==> src/rtl/uart_rx_byte.sv <==
`default_nettype none
// ============================================================================
// Module   : uart_rx_byte
// Brief    : 8N1 UART receiver with a single-entry valid/ready holding
//            register and one-cycle frame_err / overrun pulses.
// Revision : 1.0 - initial release
// ============================================================================
module uart_rx_byte #(
    parameter int CLKS_PER_BIT = 868
) (
    input  logic       clk,
    input  logic       rst,
    input  logic       rx,
    output logic [7:0] data,
    output logic       valid,
    input  logic       ready,
    output logic       frame_err,
    output logic       overrun
);

    localparam int c_cnt_w = $clog2(CLKS_PER_BIT);

    // START leaves on the edge where the counter reaches CLKS_PER_BIT/2,
    // i.e. while it still holds CLKS_PER_BIT/2 - 1.
    localparam logic [c_cnt_w-1:0] c_start_pt = c_cnt_w'(CLKS_PER_BIT / 2 - 1);
    // DATA and STOP sample on the edge where the counter wraps.
    localparam logic [c_cnt_w-1:0] c_bit_end  = c_cnt_w'(CLKS_PER_BIT - 1);
    localparam logic [c_cnt_w-1:0] c_cnt_one  = c_cnt_w'(1);

    typedef enum logic [2:0] {
        S_IDLE  = 3'd0,
        S_START = 3'd1,
        S_DATA  = 3'd2,
        S_STOP  = 3'd3,
        S_BREAK = 3'd4
    } state_t;

    state_t               r_state;
    logic [c_cnt_w-1:0]   r_baud_cnt;
    logic [2:0]           r_bit_idx;
    logic [7:0]           r_shift;
    logic                 r_sync1;
    logic                 r_sync2;
    logic                 w_rx_s;

    // Two-flop synchronizer; resets to the idle (high) line level.
    always_ff @(posedge clk or posedge rst) begin
        if (rst) begin
            r_sync1 <= 1'b1;
            r_sync2 <= 1'b1;
        end else begin
            r_sync1 <= rx;
            r_sync2 <= r_sync1;
        end
    end

    assign w_rx_s = r_sync2;

    // Frame FSM, baud/bit counters and the registered output handshake.
    always_ff @(posedge clk or posedge rst) begin
        if (rst) begin
            r_state    <= S_IDLE;
            r_baud_cnt <= '0;
            r_bit_idx  <= '0;
            r_shift    <= '0;
            data       <= '0;
            valid      <= 1'b0;
            frame_err  <= 1'b0;
            overrun    <= 1'b0;
        end else begin
            frame_err <= 1'b0;
            overrun   <= 1'b0;

            // Consumer handshake; a completing byte below may re-set valid.
            if (valid && ready) begin
                valid <= 1'b0;
            end

            case (r_state)
                S_IDLE: begin
                    r_baud_cnt <= '0;
                    if (!w_rx_s) begin
                        r_state <= S_START;
                    end
                end

                S_START: begin
                    if (r_baud_cnt == c_start_pt) begin
                        r_baud_cnt <= '0;
                        r_bit_idx  <= '0;
                        // A line back high at mid start bit was only a glitch.
                        r_state    <= w_rx_s ? S_IDLE : S_DATA;
                    end else begin
                        r_baud_cnt <= r_baud_cnt + c_cnt_one;
                    end
                end

                S_DATA: begin
                    if (r_baud_cnt == c_bit_end) begin
                        r_baud_cnt         <= '0;
                        r_shift[r_bit_idx] <= w_rx_s;
                        r_bit_idx          <= r_bit_idx + 3'd1;
                        if (r_bit_idx == 3'd7) begin
                            r_state <= S_STOP;
                        end
                    end else begin
                        r_baud_cnt <= r_baud_cnt + c_cnt_one;
                    end
                end

                S_STOP: begin
                    if (r_baud_cnt == c_bit_end) begin
                        r_baud_cnt <= '0;
                        if (w_rx_s) begin
                            r_state <= S_IDLE;
                            // Free or simultaneously drained holding register
                            // takes the byte; otherwise the new byte is lost.
                            if (!valid || ready) begin
                                data  <= r_shift;
                                valid <= 1'b1;
                            end else begin
                                overrun <= 1'b1;
                            end
                        end else begin
                            frame_err <= 1'b1;
                            r_state   <= S_BREAK;
                        end
                    end else begin
                        r_baud_cnt <= r_baud_cnt + c_cnt_one;
                    end
                end

                S_BREAK: begin
                    // Wait out a held-low line so it cannot spawn frames.
                    r_baud_cnt <= '0;
                    if (w_rx_s) begin
                        r_state <= S_IDLE;
                    end
                end

                default: begin
                    r_state    <= S_IDLE;
                    r_baud_cnt <= '0;
                end
            endcase
        end
    end

endmodule
`default_nettype wire
==> config.mk <==
export PLATFORM = sky130hd
export DESIGN_NAME = uart_rx_byte
export DESIGN_NICKNAME = d
export VERILOG_FILES = /design/src/rtl/uart_rx_byte.sv
export SDC_FILE = /design/constraint.sdc
export NUM_CORES = 1
export LEC_CHECK = 0
export CORE_ASPECT_RATIO = 1.2
export CORE_MARGIN = 4
export CORE_UTILIZATION = 56
export DETAILED_ROUTE_END_ITERATION = 10
export PLACE_DENSITY = 0.86
export SLEW_MARGIN = 20
export SYNTH_ARGS = -nofsm -noshare
export SYNTH_HDL_FRONTEND = slang
export SYNTH_SLANG_ARGS = --single-unit
==> constraint.sdc <==
create_clock -name clk -period 2.9 [get_ports clk]
set_clock_uncertainty 0.15 [all_clocks]
set_input_delay 0.435 -clock clk [delete_from_list [all_inputs] [get_ports clk]]
set_output_delay 0.435 -clock clk [all_outputs]
set_load 0.01 [all_outputs]
==> run_results.csv, run 1 <==
group,metric,value,unit
setup_path,rr_startpoint,"r_baud_cnt[0]$_DFF_PP0_",
placed_design,place_ws,0.466,ns
outcome,status,"completed",
flow_run,cap_violations,0,
synthesis,ys.flop_type,"dfrtp_1",
cts,cts_max_level,2,
floorplanning,die_w,59.6,µm
power,vdd_ir_drop_max,0.000349,V
global_routing,groute.usage.overall,18.0,%
global_routing,grt_pass1_wl,5720,µm
floorplanning,io_pins,15,
min_path,holdPathStages,0,
finish,drive_gt1_share,15.3,%
cts,clock_latency,0.35,ns
drt,ant_nets,0,
timing,hold-worst-slack,0.211,ns
cts,cts_tree,"yes",
drt,dr.first_iter.drc_count,59,
finish,fin_area,2010,µm²
drt,routed_via_density,5.94,
synthesis,syn_nets,168,
cts,clockRootBuffer,"clkbuf_4",
placed_design,gp_congestion,0.918,
finish,nFillCells,238,
global_routing,grt_overflow,0,
drt,vias,1260,
synthesis,synth_area_per_cell,11.2,µm²
timing,timing.max_slew.rel_slack,60.1,%
setup_path,worstReg2RegEnd,"r_shift[0]$_DFFE_PP0P_",
cts,clk_path_buf_depth,2,
setup_path,crit_path_max_fanout,6,
cts,postCtsSetupRepairBufs,0,
synthesis,synthDistinctLibCells,37,
timing,fmax,409,MHz
floorplanning,start_util,58.6,%
setup_path,critPathCaptureType,"flip-flop",
timing,tns,0,ns
min_path,min_to,"r_sync2$_DFF_PP1_",
synthesis,synth_seq_cells,37,
drt,wire_per_inst,15.6,µm
cts,cts.sinks,37,
cts,clkSlewWorstSetupHoldPaths,0.10,ns
setup_path,reg2reg_slack,0.46,ns
floorplanning,rows,22,
floorplanning,die_h,69.9,µm
drt,wl,3320,µm
synthesis,synth_common_cells,"dfrtp_1, nor3_1, mux2_1, nand2_1, nor2_1",
placed_design,placed_area,1960,µm²
synthesis,synth_async_sr_flop_share,100,%
timing,slew_viol_final,0,
min_path,worst_hold_startpoint,"r_sync1$_DFF_PP1_",
cts,cts_resized,0,
finish,diodes,0,
synthesis,yosysSeqAreaShare,51.9,%
power,power,794,µW
synthesis,synth.largest_area_cell,"dfrtp_1",
setup_path,cp-start-kind,"flip-flop",
power,p_per_area,394,nW/µm²
synthesis,yosysWarnings,0,
setup_path,critPathRequiredTime,2.98,ns
floorplanning,coreArea,3060,µm²
synthesis,yosysTopAreaCellShare,48.9,%
cts,holdBufCountCts,0,
setup_path,crit_type,"reg -> reg",
timing,timing.final.ws_setup,0.457,ns
synthesis,synthCells,160,
timing,period_needed,2.44,ns
timing,rsz0062_at_grt,"false",
timing,hold_viol_final,0,
cts,cts-buffers-inserted,5,
global_routing,grt_pass1_vias,1338,
placed_design,place_hpwl,2370,µm
global_routing,antenna_found_initial,0,
synthesis,synth_edf_count,0,
power,power.leakage,0.887,nW
setup_path,ff2ff_path_depth,5,
timing,worstMarginPinSlew,0.593,ns
setup_path,cp.arrival,2.52,ns
drt,drc,0,
finish,fin_nets,183,
global_routing,grt_max_degree,38,
placed_design,port_buffers,14,
synthesis,synth_most_common_cell,"dfrtp_1",
timing,setup_viol,0,
floorplanning,dieArea,4170,µm²
synthesis,netlist_area,1790,µm²
min_path,hold_path_class,"reg -> reg",
finish,syn_to_final_growth,12.4,%
synthesis,synthTopCellsByArea,"dfrtp_1, mux2_1, mux2_2, nor3_1, nor4_2",
drt,first_pass_iters,4,
timing,finalCritPeriodShare,84.2,%
## layout by cell type, fill, tap and decap left out, drive strengths merged
cell type	instances
clkinv	2
nor4bb	2
nand3	6
nand2b	2
a21o	1
o41ai	1
nor3b	1
a211o	1
inv	5
clkdlybuf4s50	14
buf	3
xor2	3
a22oi	1
nand4bb	1
nand4	8
a311o	1
dfrtp	35
or3b	2
nor2b	2
or3	2
clkbuf	6
and3	2
o21ai	3
mux2	16
a41o	1
nor3	13
xnor2	5
nor4	6
and2	1
nor2	9
a21oi	4
ha	4
dfstp	2
or4b	1
or4	1
nand2	9
## layout make-up
class                      instances  area, µm²  share of cell area (%)
multi-input combinational        109        807                    40.1
inverter                           5       18.8                   0.932
clock buffer                       6       41.3                    2.05
timing repair buffer              17        163                    8.08
tap                               36       45.0                    2.24
clock inverter                     2       10.0                   0.497
sequential                        37        928                    46.1
## cells by family after synthesis
| kind of cell | synth area share (%) |
|---|---|
| AO/OA/AOI/OAI | 4.89 |
| XOR/XNOR | 3.91 |
| adder cells (fa/ha/maj) | 2.80 |
| buffers and inverters | 3.08 |
| flip-flops | 51.9 |
| multiplexers | 10.1 |
| AND/OR/NAND/NOR | 23.4 |
## worst max-delay path, cell delays in order, from the launching register on
cell and delay (ns):
dfrtp_1 0.46, ha_1 0.26, nand4bb_1 0.23, or4_4 0.63, nor4_2 0.23, mux2_1 0.36
## report_power, final
part	internal [mW]	switching (mW)	total, mW
Combinational	0.00513	0.0100	0.0152
Clock	0.0923	0.165	0.257
Sequential	0.518	0.00281	0.521
Total	0.616	0.178	0.794
## worst max-delay path by stage
| stage | start | endpoint | cells after the start |
|---|---|---|---|
| 2_1_floorplan | r_state[2]$_DFFE_PP0P_ | r_shift[0]$_DFFE_PP0P_ | 5 |
| 3_3_place_gp | r_baud_cnt[0]$_DFF_PP0_ | data[6]$_DFFE_PP0P_ | 5 |
| 3_5_place_dp | r_baud_cnt[0]$_DFF_PP0_ | r_shift[0]$_DFFE_PP0P_ | 5 |
| 4_1_cts | r_baud_cnt[0]$_DFF_PP0_ | r_shift[0]$_DFFE_PP0P_ | 5 |
| 5_1_grt | r_baud_cnt[0]$_DFF_PP0_ | data[6]$_DFFE_PP0P_ | 5 |
| 6_report | r_baud_cnt[0]$_DFF_PP0_ | r_shift[0]$_DFFE_PP0P_ | 5 |
## sequential cells by signal, indices dropped and copies added (netlist names)
name        count
r_baud_cnt     10
data            8
r_shift         8
r_bit_idx       3
r_state         3
frame_err       1
overrun         1
r_sync1         1
r_sync2         1
valid           1
## per-layer routing
metal	GRT usage, %	wire length [µm]
met5	0	0
met2	32.0	1790
met3	3.33	124
met4	9.11	83
met1	19.5	1320
## through the flow
| step | util [%] | std cells |
|---|---|---|
| 2_1_floorplan | - | 160 |
| 4_1_cts | 65.9 | 212 |
| 6_report | 65.9 | 212 |
| 3_3_place_gp | 64.2 | 204 |
| 3_5_place_dp | 64.2 | 204 |
| 5_1_grt | 65.9 | 212 |
Note: power is estimated with default switching activity, not from simulation.
==> inputs of run 2 (changes only) <==
Settings changed: CORE_UTILIZATION 56 to 51, PLACE_DENSITY 0.86 to 0.83.
Clock period 2.9 ns to 2.2 ns, I/O delays scaled along.
==> run_results.csv, run 2 (synthesis gave the netlist of run 1 again) <==
group,metric,value,unit
timing,worstMarginPinSlew,0.463,ns
power,power.share.clock,49.1,%
setup_path,cp.arrival,2.22,ns
timing,hold-worst-slack,0.207,ns
cts,clockRootBuffer,"clkbuf_8",
drt,dr.first_iter.drc_count,70,
timing,rsz0062_at_grt,"true",
outcome,status,"finished, violations left",
finish,register_area,928,µm²
power,power.leakage,0.998,nW
timing,period_needed,2.20,ns
power,intPower,1.14,mW
finish,final_cell_mix,"dfrtp_1, buf_4, clkdlybuf4s50_1",
timing,finalCritPeriodShare,100,%
placed_design,place_ws,-0.00994,ns
cts,holdBufCountCts,0,
placed_design,place_hpwl,2710,µm
drt,vias,1385,
drt,drc,0,
finish,layout_commonest_cell,"dfrtp_1",
cts,clkSlewWorstSetupHoldPaths,0.07,ns
timing,timing.final.ws_setup,-0.00247,ns
timing,hold_viol_final,0,
setup_path,worstReg2RegEnd,"r_shift[2]$_DFFE_PP0P_",
drt,wire_per_inst,16.4,µm
power,seq_power_share,49.5,%
cts,postCtsSetupRepairBufs,0,
floorplanning,coreArea,3370,µm²
finish,largest-register,"r_baud_cnt",
finish,nFillCells,250,
floorplanning,die_w,62.1,µm
setup_path,crit_start,"r_state[2]$_DFFE_PP0P_",
power,power,1.39,mW
setup_path,crit_path_max_fanout,4,
cts,cts_max_level,2,
min_path,hold_path_class,"reg -> reg",
drt,routed_via_density,6.07,
power,p_per_area,620,nW/µm²
cts,cts-buffers-inserted,5,
global_routing,groute.usage.overall,18.9,%
global_routing,grt_pass1_vias,1508,
finish,drive_gt1_share,24.1,%
setup_path,critPathCaptureType,"flip-flop",
timing,slew_viol_final,0,
power,p_comb_share,1.5,%
global_routing,grt_pass1_wl,6400,µm
setup_path,ff2ff_path_depth,4,
setup_path,crit_end,"r_shift[2]$_DFFE_PP0P_",
setup_path,cp-start-kind,"flip-flop",
cts,cts_tree,"yes",
floorplanning,io_pins,15,
finish,diodes,0,
drt,ant_nets,0,
timing,fmax,454,MHz
global_routing,antenna_found_initial,0,
global_routing,grt_overflow,0,
placed_design,port_buffers,14,
finish,syn_to_final_growth,25.2,%
flow_run,cap_violations,0,
setup_path,reg2reg_slack,-0.002,ns
floorplanning,rows,23,
finish,fin_nets,198,
power,switchingPower,250,µW
setup_path,crit_type,"reg -> reg",
drt,wl,3740,µm
floorplanning,dieArea,4530,µm²
power,switching_share,18.0,%
cts,clk_path_buf_depth,2,
finish,reg.largest.list,"r_baud_cnt (10), data (8), r_shift (8)",
timing,timing.max_slew.rel_slack,69.2,%
cts,cts.sinks,37,
floorplanning,start_util,53.2,%
setup_path,critPathRequiredTime,2.22,ns
drt,first_pass_iters,4,
outcome,violations,"setup timing",
timing,setup_viol,1,
finish,multi_input_area,838,µm²
setup_path,rr_startpoint,"r_state[2]$_DFFE_PP0P_",
power,vdd_ir_drop_max,0.000482,V
cts,clock_latency,0.28,ns
floorplanning,die_h,72.9,µm
global_routing,grt_max_degree,38,
placed_design,gp_congestion,0.896,
finish,largest_reg_flops,10,
-- run 2: critical path: stages (launching register included) --
cell,delay [ns]
dfrtp_1,0.37
or4b_4,0.55
or4_4,0.49
nor4_2,0.18
mux2_1,0.35
-- run 2: through the flow --
stage / std cells / setup TNS (ns) / util, % / cell area, µm²
final: 228 / -0.00247 / 66.6 / 2240
after global routing: 228 / -0.280 / 66.6 / 2240
after CTS: 228 / -0.00470 / 65.9 / 2220
after detailed placement: 220 / -0.00994 / 61.6 / 2080
after global placement: 220 / 0 / 61.6 / 2080
after floorplan: 160 / -0.225 / - / 1790
-- run 2: worst min path at each step --
stage	startpoint	end	depth (start not counted)
floorplan	rx	r_sync1$_DFF_PP1_	0
global placement	r_sync1$_DFF_PP1_	r_sync2$_DFF_PP1_	0
detailed placement	r_sync1$_DFF_PP1_	r_sync2$_DFF_PP1_	0
CTS	r_sync1$_DFF_PP1_	r_sync2$_DFF_PP1_	0
global route	r_sync1$_DFF_PP1_	r_sync2$_DFF_PP1_	0
finish	r_sync1$_DFF_PP1_	r_sync2$_DFF_PP1_	0
-- run 2: cell type report --
class	instances	area share, %
Sequential cell	37	41.4
Multi-Input combinational cell	109	37.4
Inverter	5	0.838
Clock buffer	5	3.07
Clock inverter	3	2.90
Tap cell	37	2.07
Timing Repair Buffer	32	12.3
-- run 2: what timing repair did --
item,in CTS,in global routing
pin swaps,0,0
gates resized for setup,1,4
endpoints found under the setup margin,1,19
-- run 2: metal layers --
metal  up-vias  share of wire (%)  global-route usage (%)
met4         0                1.7                    8.73
met1       686                 36                    19.7
li1        640                  -                       -
met5         -                  0                       0
met3         8                5.3                    4.60
met2        51                 57                    34.1
-- run 2: power by group through the flow --
stage / clock network (mW) / registers (mW) / logic, mW
after CTS: 0.694 / 0.687 / 0.0212
after global routing: 0.727 / 0.687 / 0.0234
final: 0.682 / 0.688 / 0.0204
after global placement: 0 / 0.700 / 0.0204
after floorplan: 0 / 0.697 / 0.0128
after detailed placement: 0 / 0.700 / 0.0211
==> inputs of run 3 (changes only) <==
Settings changed: SETUP_SLACK_MARGIN from default to 0.1.
==> run_results.csv, run 3 (synthesis gave the netlist of run 1 again) <==
group,metric,value,unit
cts,clkSlewWorstSetupHoldPaths,0.07,ns
finish,diodes,0,
drt,first_pass_iters,4,
timing,timing.final.ws_setup,-0.00231,ns
cts,clock_latency,0.28,ns
power,switchingPower,250,µW
timing,slew_viol_final,0,
cts,clk_path_buf_depth,2,
finish,reg.largest.list,"r_baud_cnt (10), data (8), r_shift (8)",
finish,register_area,928,µm²
finish,syn_to_final_growth,25.9,%
finish,multi_input_area,852,µm²
global_routing,antenna_found_initial,0,
power,power.leakage,1.00,nW
timing,hold-worst-slack,0.207,ns
power,power,1.39,mW
placed_design,gp_congestion,0.896,
drt,vias,1392,
power,intPower,1.14,mW
placed_design,place_ws,-0.00994,ns
global_routing,grt_pass1_wl,6400,µm
global_routing,grt_overflow,0,
power,p_per_area,617,nW/µm²
drt,drc,0,
drt,ant_nets,0,
floorplanning,coreArea,3370,µm²
placed_design,port_buffers,14,
power,p_comb_share,1.5,%
setup_path,crit_path_max_fanout,4,
global_routing,grt_pass1_vias,1517,
finish,largest-register,"r_baud_cnt",
cts,cts.sinks,37,
setup_path,critPathRequiredTime,2.22,ns
timing,rsz0062_at_grt,"true",
drt,routed_via_density,6.11,
timing,worstMarginPinSlew,0.452,ns
setup_path,critPathCaptureType,"flip-flop",
drt,wl,3800,µm
power,seq_power_share,49.4,%
global_routing,groute.usage.overall,18.9,%
drt,dr.first_iter.drc_count,75,
outcome,status,"finished, violations left",
finish,final_cell_mix,"dfrtp_1, buf_4, clkdlybuf4s50_1",
placed_design,dpl.cell_count,220,
floorplanning,die_h,72.9,µm
cts,cts_tree,"yes",
timing,timing.max_slew.rel_slack,69.5,%
finish,layout_commonest_cell,"dfrtp_1",
cts,cts-buffers-inserted,5,
timing,hold_viol_final,0,
outcome,violations,"setup timing",
flow_run,cap_violations,0,
power,power.share.clock,49.1,%
finish,fin_nets,198,
global_routing,grt_max_degree,38,
finish,nFillCells,247,
setup_path,cp.arrival,2.22,ns
floorplanning,rows,23,
placed_design,place_hpwl,2710,µm
power,switching_share,18.0,%
finish,drive_gt1_share,25.1,%
timing,period_needed,2.20,ns
setup_path,cp-start-kind,"flip-flop",
floorplanning,dieArea,4530,µm²
power,vdd_ir_drop_max,0.000482,V
timing,finalCritPeriodShare,100,%
floorplanning,die_w,62.1,µm
timing,fmax,454,MHz
drt,wire_per_inst,16.7,µm
timing,tns,-0.00231,ns
timing,setup_viol,1,
setup_path,crit_type,"reg -> reg",
cts,cts_max_level,2,
floorplanning,start_util,53.2,%
finish,fin_cells,228,
cts,clockRootBuffer,"clkbuf_8",
floorplanning,io_pins,15,
min_path,hold_path_class,"reg -> reg",
finish,largest_reg_flops,10,
-- run 3: cell counts in the layout (fill, tap and decap cells not counted) --
No cell type changed its count.
-- run 3: area by class of cell --
cell class | instances | share of cell area [%]
Clock buffer | 5 | 3.05
Tap cell | 37 | 2.05
Timing Repair Buffer | 32 | 12.2
Multi-Input combinational cell | 109 | 37.8
Clock inverter | 3 | 2.89
Inverter | 5 | 0.832
Sequential cell | 37 | 41.2
-- run 3: critical path, stage by stage (launching register included) --
cell	delay (ns)
dfrtp_1	0.37
or4b_4	0.55
or4_4	0.49
nor4_2	0.18
mux2_1	0.35
-- run 3: path summary, 6_finish.rpt --
kind                                              from                     end  slack [ns]  depth (start not counted)
worst max-delay path            r_state[2]$_DFFE_PP0P_  r_shift[2]$_DFFE_PP0P_      -0.002                          4
worst min-delay path                 r_sync1$_DFF_PP1_       r_sync2$_DFF_PP1_        0.21                          0
worst max register to register  r_state[2]$_DFFE_PP0P_  r_shift[2]$_DFFE_PP0P_      -0.002                          4
worst min register to register       r_sync1$_DFF_PP1_       r_sync2$_DFF_PP1_        0.21                          0
max in group asynchronous                          rst       r_sync1$_DFF_PP1_        1.23                          3
min in group asynchronous                          rst  r_shift[4]$_DFFE_PP0P_        0.31                          3
-- run 3: metrics by stage --
step / util, % / cell area, µm²
floorplan: - / 1790
global placement: 61.6 / 2080
detailed placement: 61.6 / 2080
CTS: 66.2 / 2230
global route: 67.0 / 2250
finish: 67.0 / 2250
-- run 3: timing repair --
item,CTS,global route
gates resized for setup,3,5
hold endpoints to repair,0,0
hold buffers,0,0
setup buffers,0,0
endpoints found under the setup margin,17,29
-- run 3: per-layer routing --
layer / track usage [%] / vias up / part of all wire (%)
li1: - / 634 / -
met3: 4.78 / 14 / 4.7
met1: 19.5 / 694 / 37
met4: 10.1 / 0 / 2.8
met2: 33.3 / 50 / 56
met5: 0 / - / 0
-- run 3: power by group through the flow --
stage          combinational (mW)  clock, mW  sequential, mW
2_1_floorplan              0.0128          0           0.697
3_3_place_gp               0.0204          0           0.700
3_5_place_dp               0.0211          0           0.700
4_1_cts                    0.0212      0.694           0.687
5_1_grt                    0.0234      0.727           0.688
6_report                   0.0206      0.683           0.687
